`config.mk`:
```
export PLATFORM = sky130hd
export DESIGN_NAME = timer_apb_ctrl
export DESIGN_NICKNAME = d
export VERILOG_FILES = /design/src/rtl/timer_apb_ctrl.sv
export SDC_FILE = /design/constraint.sdc
export NUM_CORES = 1
export LEC_CHECK = 0
export CAP_MARGIN = 20
export CORE_ASPECT_RATIO = 0.5
export CORE_MARGIN = 2
export CORE_UTILIZATION = 38
export CTS_CLUSTER_SIZE = 20
export DETAILED_ROUTE_END_ITERATION = 10
export PLACE_DENSITY = 0.83
export SLEW_MARGIN = 5
export SYNTH_ARGS = -nofsm -noshare
export SYNTH_HDL_FRONTEND = slang
export SYNTH_SLANG_ARGS = --single-unit
```
`constraint.sdc`:
```
create_clock -name clk -period 2.2 [get_ports clk]
set_input_delay 0.44 -clock clk [delete_from_list [all_inputs] [get_ports clk]]
set_output_delay 0.44 -clock clk [all_outputs]
set_load 0.01 [all_outputs]
```
`src/rtl/timer_apb_ctrl.sv`:
```
// APB slave front-end for the timer register file: runs the setup/wait/access/response
// handshake and issues single-cycle register-file strobes with merged error reporting.
module timer_apb_ctrl #(
  parameter int                ADDR_W      = 12,
  parameter int                WAIT_CYCLES = 0,
  parameter logic [ADDR_W-1:0] ADDR_MAX    = 'h1C
) (
  input  logic              clk,
  input  logic              rst,
  input  logic              psel,
  input  logic              penable,
  input  logic              pwrite,
  input  logic [ADDR_W-1:0] paddr,
  input  logic [31:0]       pwdata,
  input  logic [3:0]        pstrb,
  output logic              pready,
  output logic [31:0]       prdata,
  output logic              pslverr,
  output logic              wr_en,
  output logic              rd_en,
  output logic [ADDR_W-1:0] addr,
  output logic [31:0]       wdata,
  output logic [3:0]        strb,
  input  logic [31:0]       rdata,
  input  logic              reg_err
);

  typedef enum logic [1:0] {S_IDLE, S_WAIT, S_ACCESS, S_RESP} state_t;

  localparam int WAIT_LOAD = (WAIT_CYCLES > 0) ? WAIT_CYCLES - 1 : 0;

  state_t            r_state;
  logic [3:0]        r_cnt;
  logic              r_write;
  logic              r_addr_err;
  logic              r_first;
  logic [ADDR_W-1:0] r_addr;
  logic [31:0]       r_wdata;
  logic [3:0]        r_strb;
  logic              r_pready;
  logic              r_pslverr;
  logic [31:0]       r_prdata;

  logic w_addr_err;
  logic w_live;
  logic w_access;
  logic w_wr_en;
  logic w_rd_en;

  assign w_addr_err = (paddr > ADDR_MAX) | (paddr[1:0] != 2'b00);

  // penable may still be low in the very first cycle after setup; later it must hold.
  assign w_live = psel & (penable | r_first);

  // Strobes are gated by the live bus so an abort in ACCESS suppresses them the same cycle.
  assign w_access = (r_state == S_ACCESS) & w_live & ~rst;
  assign w_wr_en  = w_access &  r_write & ~r_addr_err;
  assign w_rd_en  = w_access & ~r_write & ~r_addr_err;

  always_ff @(posedge clk) begin
    if (rst) begin
      r_state    <= S_IDLE;
      r_cnt      <= 4'd0;
      r_write    <= 1'b0;
      r_addr_err <= 1'b0;
      r_first    <= 1'b0;
      r_addr     <= '0;
      r_wdata    <= 32'h0;
      r_strb     <= 4'h0;
      r_pready   <= 1'b0;
      r_pslverr  <= 1'b0;
      r_prdata   <= 32'h0;
    end else begin
      r_pready  <= 1'b0;
      r_pslverr <= 1'b0;
      r_prdata  <= 32'h0;
      case (r_state)
        S_IDLE: begin
          if (psel && !penable) begin
            r_addr     <= paddr;
            r_write    <= pwrite;
            r_wdata    <= pwdata;
            r_strb     <= pwrite ? pstrb : 4'h0;
            r_addr_err <= w_addr_err;
            r_first    <= 1'b1;
            r_cnt      <= 4'(WAIT_LOAD);
            r_state    <= (WAIT_CYCLES > 0) ? S_WAIT : S_ACCESS;
          end
        end
        S_WAIT: begin
          r_first <= 1'b0;
          if (!w_live)
            r_state <= S_IDLE;
          else if (r_cnt == 4'd0)
            r_state <= S_ACCESS;
          else
            r_cnt <= r_cnt - 4'd1;
        end
        S_ACCESS: begin
          r_first <= 1'b0;
          if (!w_live) begin
            r_state <= S_IDLE;
          end else begin
            r_pready  <= 1'b1;
            r_pslverr <= r_addr_err | (w_wr_en & reg_err);
            r_prdata  <= w_rd_en ? rdata : 32'h0;
            r_state   <= S_RESP;
          end
        end
        S_RESP:  r_state <= S_IDLE;
        default: r_state <= S_IDLE;
      endcase
    end
  end

  assign pready  = r_pready;
  assign pslverr = r_pslverr;
  assign prdata  = r_prdata;
  assign wr_en   = w_wr_en;
  assign rd_en   = w_rd_en;
  assign addr    = r_addr;
  assign wdata   = r_wdata;
  assign strb    = r_strb;

endmodule

```
; ---- Word-level counts from Yosys, hierarchy flattened
; Index checks and enable logic that the tools add are counted.
[op_classes]
shifts = 0
n_mul = 0
eq_ne = 7
div_mod_pow = 0
add_sub_neg = 1
magnitude_cmp = 1
n_reduce_logical = 15
muxes = 13
bitwise_logic = 17
[op_table]
columns = op, n
row1 = 2-to-1 mux 4 bit, 4
row2 = greater-than comparator 12 x 5 -> 1 bit (second input constant), 1
row3 = bitwise AND 1 bit, 8
row4 = 2-to-1 mux 2 bit, 4
row5 = one-hot mux 2 bit (4 select lines), 1
row6 = one-hot mux 4 bit (2 select lines), 1
row7 = inequality test 2 bit (second input constant), 3
row8 = inverter 1 bit, 6
row9 = AND reduction 2 bit, 3
row10 = nonzero test 2 bit, 3
row11 = == test 2 bit (second input constant), 2
row12 = zero test 4 bit, 1
row13 = AND reduction 4 bit, 1
row14 = OR reduction 2 bit, 2
row15 = OR reduction 4 bit, 1
row16 = subtractor 4 x 1 -> 4 bit (second input constant), 1
row17 = inequality test 3 bit (second input constant), 1
row18 = OR 1 bit, 3
row19 = OR reduction 3 bit, 1
row20 = == test 2 x 1 -> 1 bit (second input constant), 1
row21 = zero test 2 bit, 1
row22 = 2-to-1 mux 1 bit, 2
row23 = one-hot mux 1 bit (2 select lines), 1
row24 = logical AND 1 bit, 1
row25 = zero test 1 bit, 1
[word_totals]
input_bits = 86
reg_bits = 91
latchBits = 0
out_inout_bits = 84
mem_count = 0
mem_bits_ro = 0
mem_bits_rw = 0

; ---- Logic depth before layout (Yosys ltp)
; Gate-level depths: netlist of the first run.
[logic_depth]
depth_word = 8
mapped_depth = 8
depth_no_buf = 6

; ---- Worst setup path before layout of the first run
; Ideal clock, no wire load.
[synth_timing]
kind = register to output
from = register r_state[0]
to = output port rd_en
path_stages_with_launch = 6
required_ns = 1.760
n_path_buf = 1
arrival_time_ns = 1.334
path_slack_ns = 0.426
path_cell_list = dfxtp_1 inv_1 ha_1 or3b_4 nor3_4 buf_6
[synth_between]
elab_chain_cells = 5
[synth_lines]
columns = item, line
row1 = from (decl), 32  ; state_t r_state;
row2 = from (signal assigned), 87  ; r_state <= (WAIT_CYCLES > 0) ? S_WAIT : S_ACCESS;
row3 = == test 2 bit, 56  ; assign w_access = (r_state == S_ACCESS) & w_live & ~rst;
row4 = bitwise AND 1 bit (2 in series), 56
row5 = bitwise AND 1 bit (2 in series), 58  ; assign w_rd_en = w_access & ~r_write & ~r_addr_err;
row6 = to (decl), 20  ; output logic rd_en,
; Every way passes these cells.

; ---- Worst setup path after layout of the first run
[layout_timing]
from = register r_state[0]
to = output port wr_en
[layout_between]
elab_chain_cells = 5
[layout_lines]
columns = item, line
row1 = == test 2 bit, 56
row2 = bitwise AND 1 bit (2 in series), 56
row3 = bitwise AND 1 bit (2 in series), 57  ; assign w_wr_en = w_access & r_write & ~r_addr_err;
row4 = to (decl), 19  ; output logic wr_en,
; Every way passes these cells.

==> results of run 1 <==
layout make-up:
cell class,count,area (um^2)
Clock inverter,6,65.06
Multi-Input combinational cell,226,1161
Tap cell,112,140.1
Inverter,7,26.28
Fill cell,641,2738
Timing Repair Buffer,181,1780
Sequential cell,91,1822
Clock buffer,10,239.0
worst register-to-register path: stages (launching register included):
cell and delay [ns]:
dfxtp_1 0.32, inv_1 0.12, ha_1 0.27, o211ai_1 0.18, o22ai_1 0.35, nor3_1 0.12, a211oi_1 0.24
routing by layer:
layer	GRT usage (%)	routed length, um
met2	35.29	4477
met5	0	0
met3	5.556	413
met4	8.152	183
met1	19.81	3387
Yosys cell counts, types with 2 or more instances:
| cell type | count | share of area [%] |
|---|---|---|
| buf_6 | 3 | 1.1 |
| inv_1 | 7 | 0.85 |
| dfxtp_1 | 91 | 59 |
| and2_1 | 33 | 6.6 |
| clkbuf_1 | 13 | 1.6 |
| nor3_1 | 5 | 0.80 |
| nor3b_1 | 2 | 0.48 |
| nand2_1 | 94 | 11 |
| nand3_1 | 5 | 0.80 |
| buf_2 | 3 | 0.48 |
| nor2_1 | 10 | 1.2 |
| nand3b_1 | 2 | 0.48 |
| xnor2_1 | 2 | 0.56 |
| a21oi_1 | 52 | 8.4 |
| ha_1 | 5 | 2.0 |
cells by family (layout without fill, tap and decap cells):
logic type / after synthesis / in the layout
buf+inv: 27 / 204
compound gates: 64 / 64
flops: 91 / 91
fa+ha+maj: 5 / 5
simple gates: 155 / 155
xor+xnor: 2 / 2
registers in the layout (all words and copies together) (netlist names):
name	cells
addr	12
prdata	32
pready	1
pslverr	1
r_addr_err	1
r_cnt	4
r_first	1
r_state	2
r_write	1
strb	4
wdata	32
what timing repair did:
| action | in CTS | in global routing |
|---|---|---|
| endpoints found under the setup margin | 2 | 2 |
| gates resized for setup | 11 | 1 |
| pin swaps | 2 | 1 |
| gates cloned | 0 | 0 |
worst paths after layout:
check | start | end | slack, ns | depth (start not counted)
max | r_state[0]$_SDFFE_PP0P_ | wr_en | 0.15 | 5
min | wdata[18]$_SDFFE_PP0P_ | wdata[18]$_SDFFE_PP0P_ | 0.45 | 2
max reg2reg | r_state[1]$_SDFFE_PP0P_ | r_state[1]$_SDFFE_PP0P_ | 0.51 | 6
min reg2reg | wdata[18]$_SDFFE_PP0P_ | wdata[18]$_SDFFE_PP0P_ | 0.45 | 2
power breakdown:
part / internal [mW] / leakage, nW / total [mW] / switching, mW
registers: 1.71 / 0.739 / 1.74 / 0.0314
logic: 0.288 / 1.07 / 0.490 / 0.202
clock network: 0.910 / 0.148 / 1.52 / 0.607
==> flow_metrics.env, run 1 <==
export IMPL_dp_hpwl_um=6165
export IMPL_syn_num_nets=435
export IMPL_synthCells=344
export IMPL_post_route_period_util_pct=93.37
export IMPL_crit_arrival_ns=1.61
export IMPL_synth_compound_area_share_pct=11.55
export IMPL_wl_per_cell_um=13.37
export IMPL_grt_max_degree=60
export IMPL_hold_path_class="reg2reg"
export IMPL_vias_per_cell=4.572
export IMPL_rows=23
export IMPL_core_area_mm2=0.007971
export IMPL_worst_hold_slack_ns=0.4535
export IMPL_path_buf_inv=2
export IMPL_place_inst=617
export IMPL_grt_usage_pct=18.54
export IMPL_clockBufferDepth=2
export IMPL_worst_slew_pin_slew_ns=0.6012
export IMPL_ys_flop_type="dfxtp_1"
export IMPL_antenna_found_initial=0
export IMPL_cts_setup_buffers=0
export IMPL_crit_chain="inv_1 -> ha_1 -> or3b_4 -> nor3b_2 -> buf_2"
export IMPL_mappedNetlistArea_mm2=0.003109
export IMPL_layout_commonest_cell="clkdlybuf4s50_1"
export IMPL_io_pins=170
export IMPL_worstSetupPathType="reg2out"
export IMPL_ys_seq_area_share_pct=58.59
export IMPL_fin_cells=633
export IMPL_synth_adder_area_share_pct=2.012
export IMPL_final_setup_worst_slack_ns=0.1459
export IMPL_synth_top_family_by_area="simple AND/OR/NAND/NOR gates"
export IMPL_initial_utilization_pct=39.00
export IMPL_powerDensity_mw_per_mm2=716.1
export IMPL_finalSetupTns_ns=0
export IMPL_critPathLaunchType="register"
export IMPL_syn_to_final_growth_pct=68.33
export IMPL_cts_clk_slew_worst_paths_ns=0.06
export IMPL_first_global_vias=2743
export IMPL_final_core_util_pct=65.66
export IMPL_synth_edff_count=0
export IMPL_slowest_delay_ns=0.42
export IMPL_finalNetCount=607
export IMPL_critPathTopFamily="simple AND/OR/NAND/NOR gates"
export IMPL_yosys_area_share_simple_pct=23.06
export IMPL_grt_overflow=0
export IMPL_cts_tree="done"
export IMPL_grt_pass1_wl_um=13030
export IMPL_synth_xor_area_share_pct=0.5634
export IMPL_ir_worst_vdd_uv=445.8
export IMPL_rsz0062_at_grt="false"
export IMPL_gp_congestion=0.8158
export IMPL_min_period_ns=2.054
export IMPL_drt_pre_antenna_iters=4
export IMPL_clk_latency_ns=0.33
export IMPL_placed_area_mm2=0.004933
export IMPL_required_ns=1.76
export IMPL_cts_hold_buf=0
export IMPL_cts_made_buffers=9
export IMPL_ys_ff_latch=91
export IMPL_fmax_ghz=0.4868
export IMPL_cap_viol_max_count=0
export IMPL_antenna_left=0
export IMPL_antenna_cells=0
export IMPL_path_max_fanout=4
export IMPL_critPathCaptureType="output port"
export IMPL_die_area_mm2=0.008966
export IMPL_clock_skew_ns=0.003298
export IMPL_outcome="finished, final reports clean"
export IMPL_cts_sinks=91
export IMPL_cts_root_buf="clkbuf_16"
export IMPL_async_reset_ff_share_pct=0
export IMPL_pre_cts_ws_ns=-0.5118
export IMPL_wirelength_um=8461
export IMPL_leakagePower_nw=1.954
export IMPL_route_vias_total=2894
export IMPL_mostFrequentLayoutCells="164 x clkdlybuf4s50_1, 94 x nand2_1, 91 x dfxtp_1, 52 x a21oi_1, 33 x and2_1"
export IMPL_drive_gt1_share_pct=7.102
export IMPL_synth_mux_area_share_pct=0
export IMPL_portBuffers=169
export IMPL_drt_first_iter_violations=135
export IMPL_synth_distinct_cells=32
export IMPL_fp_dieH_um=67.96
export IMPL_slowest_stage="or3b_4"
export IMPL_design_area_mm2=0.005234
export IMPL_die_w_um=131.9
export IMPL_fin_total_pwr_mw=3.748
export IMPL_maxSlewViolCount=0
export IMPL_synth_area_per_cell_um2=9.038
export IMPL_ys_warn_count=0
export IMPL_final_hold_violation_count=0
export IMPL_remaining_drc_errors=0
export IMPL_setup_violations=0
export IMPL_htreeDepth=3
export IMPL_slew_headroom_pct=59.92
Note: power is estimated with default switching activity, not from simulation.
==> run 2, diff against run 1 <==
Settings changed: GPL_TIMING_DRIVEN from default to 1.
==> results of run 2 <==
The final DEF is identical to that of run 1; final timing and power are the same.
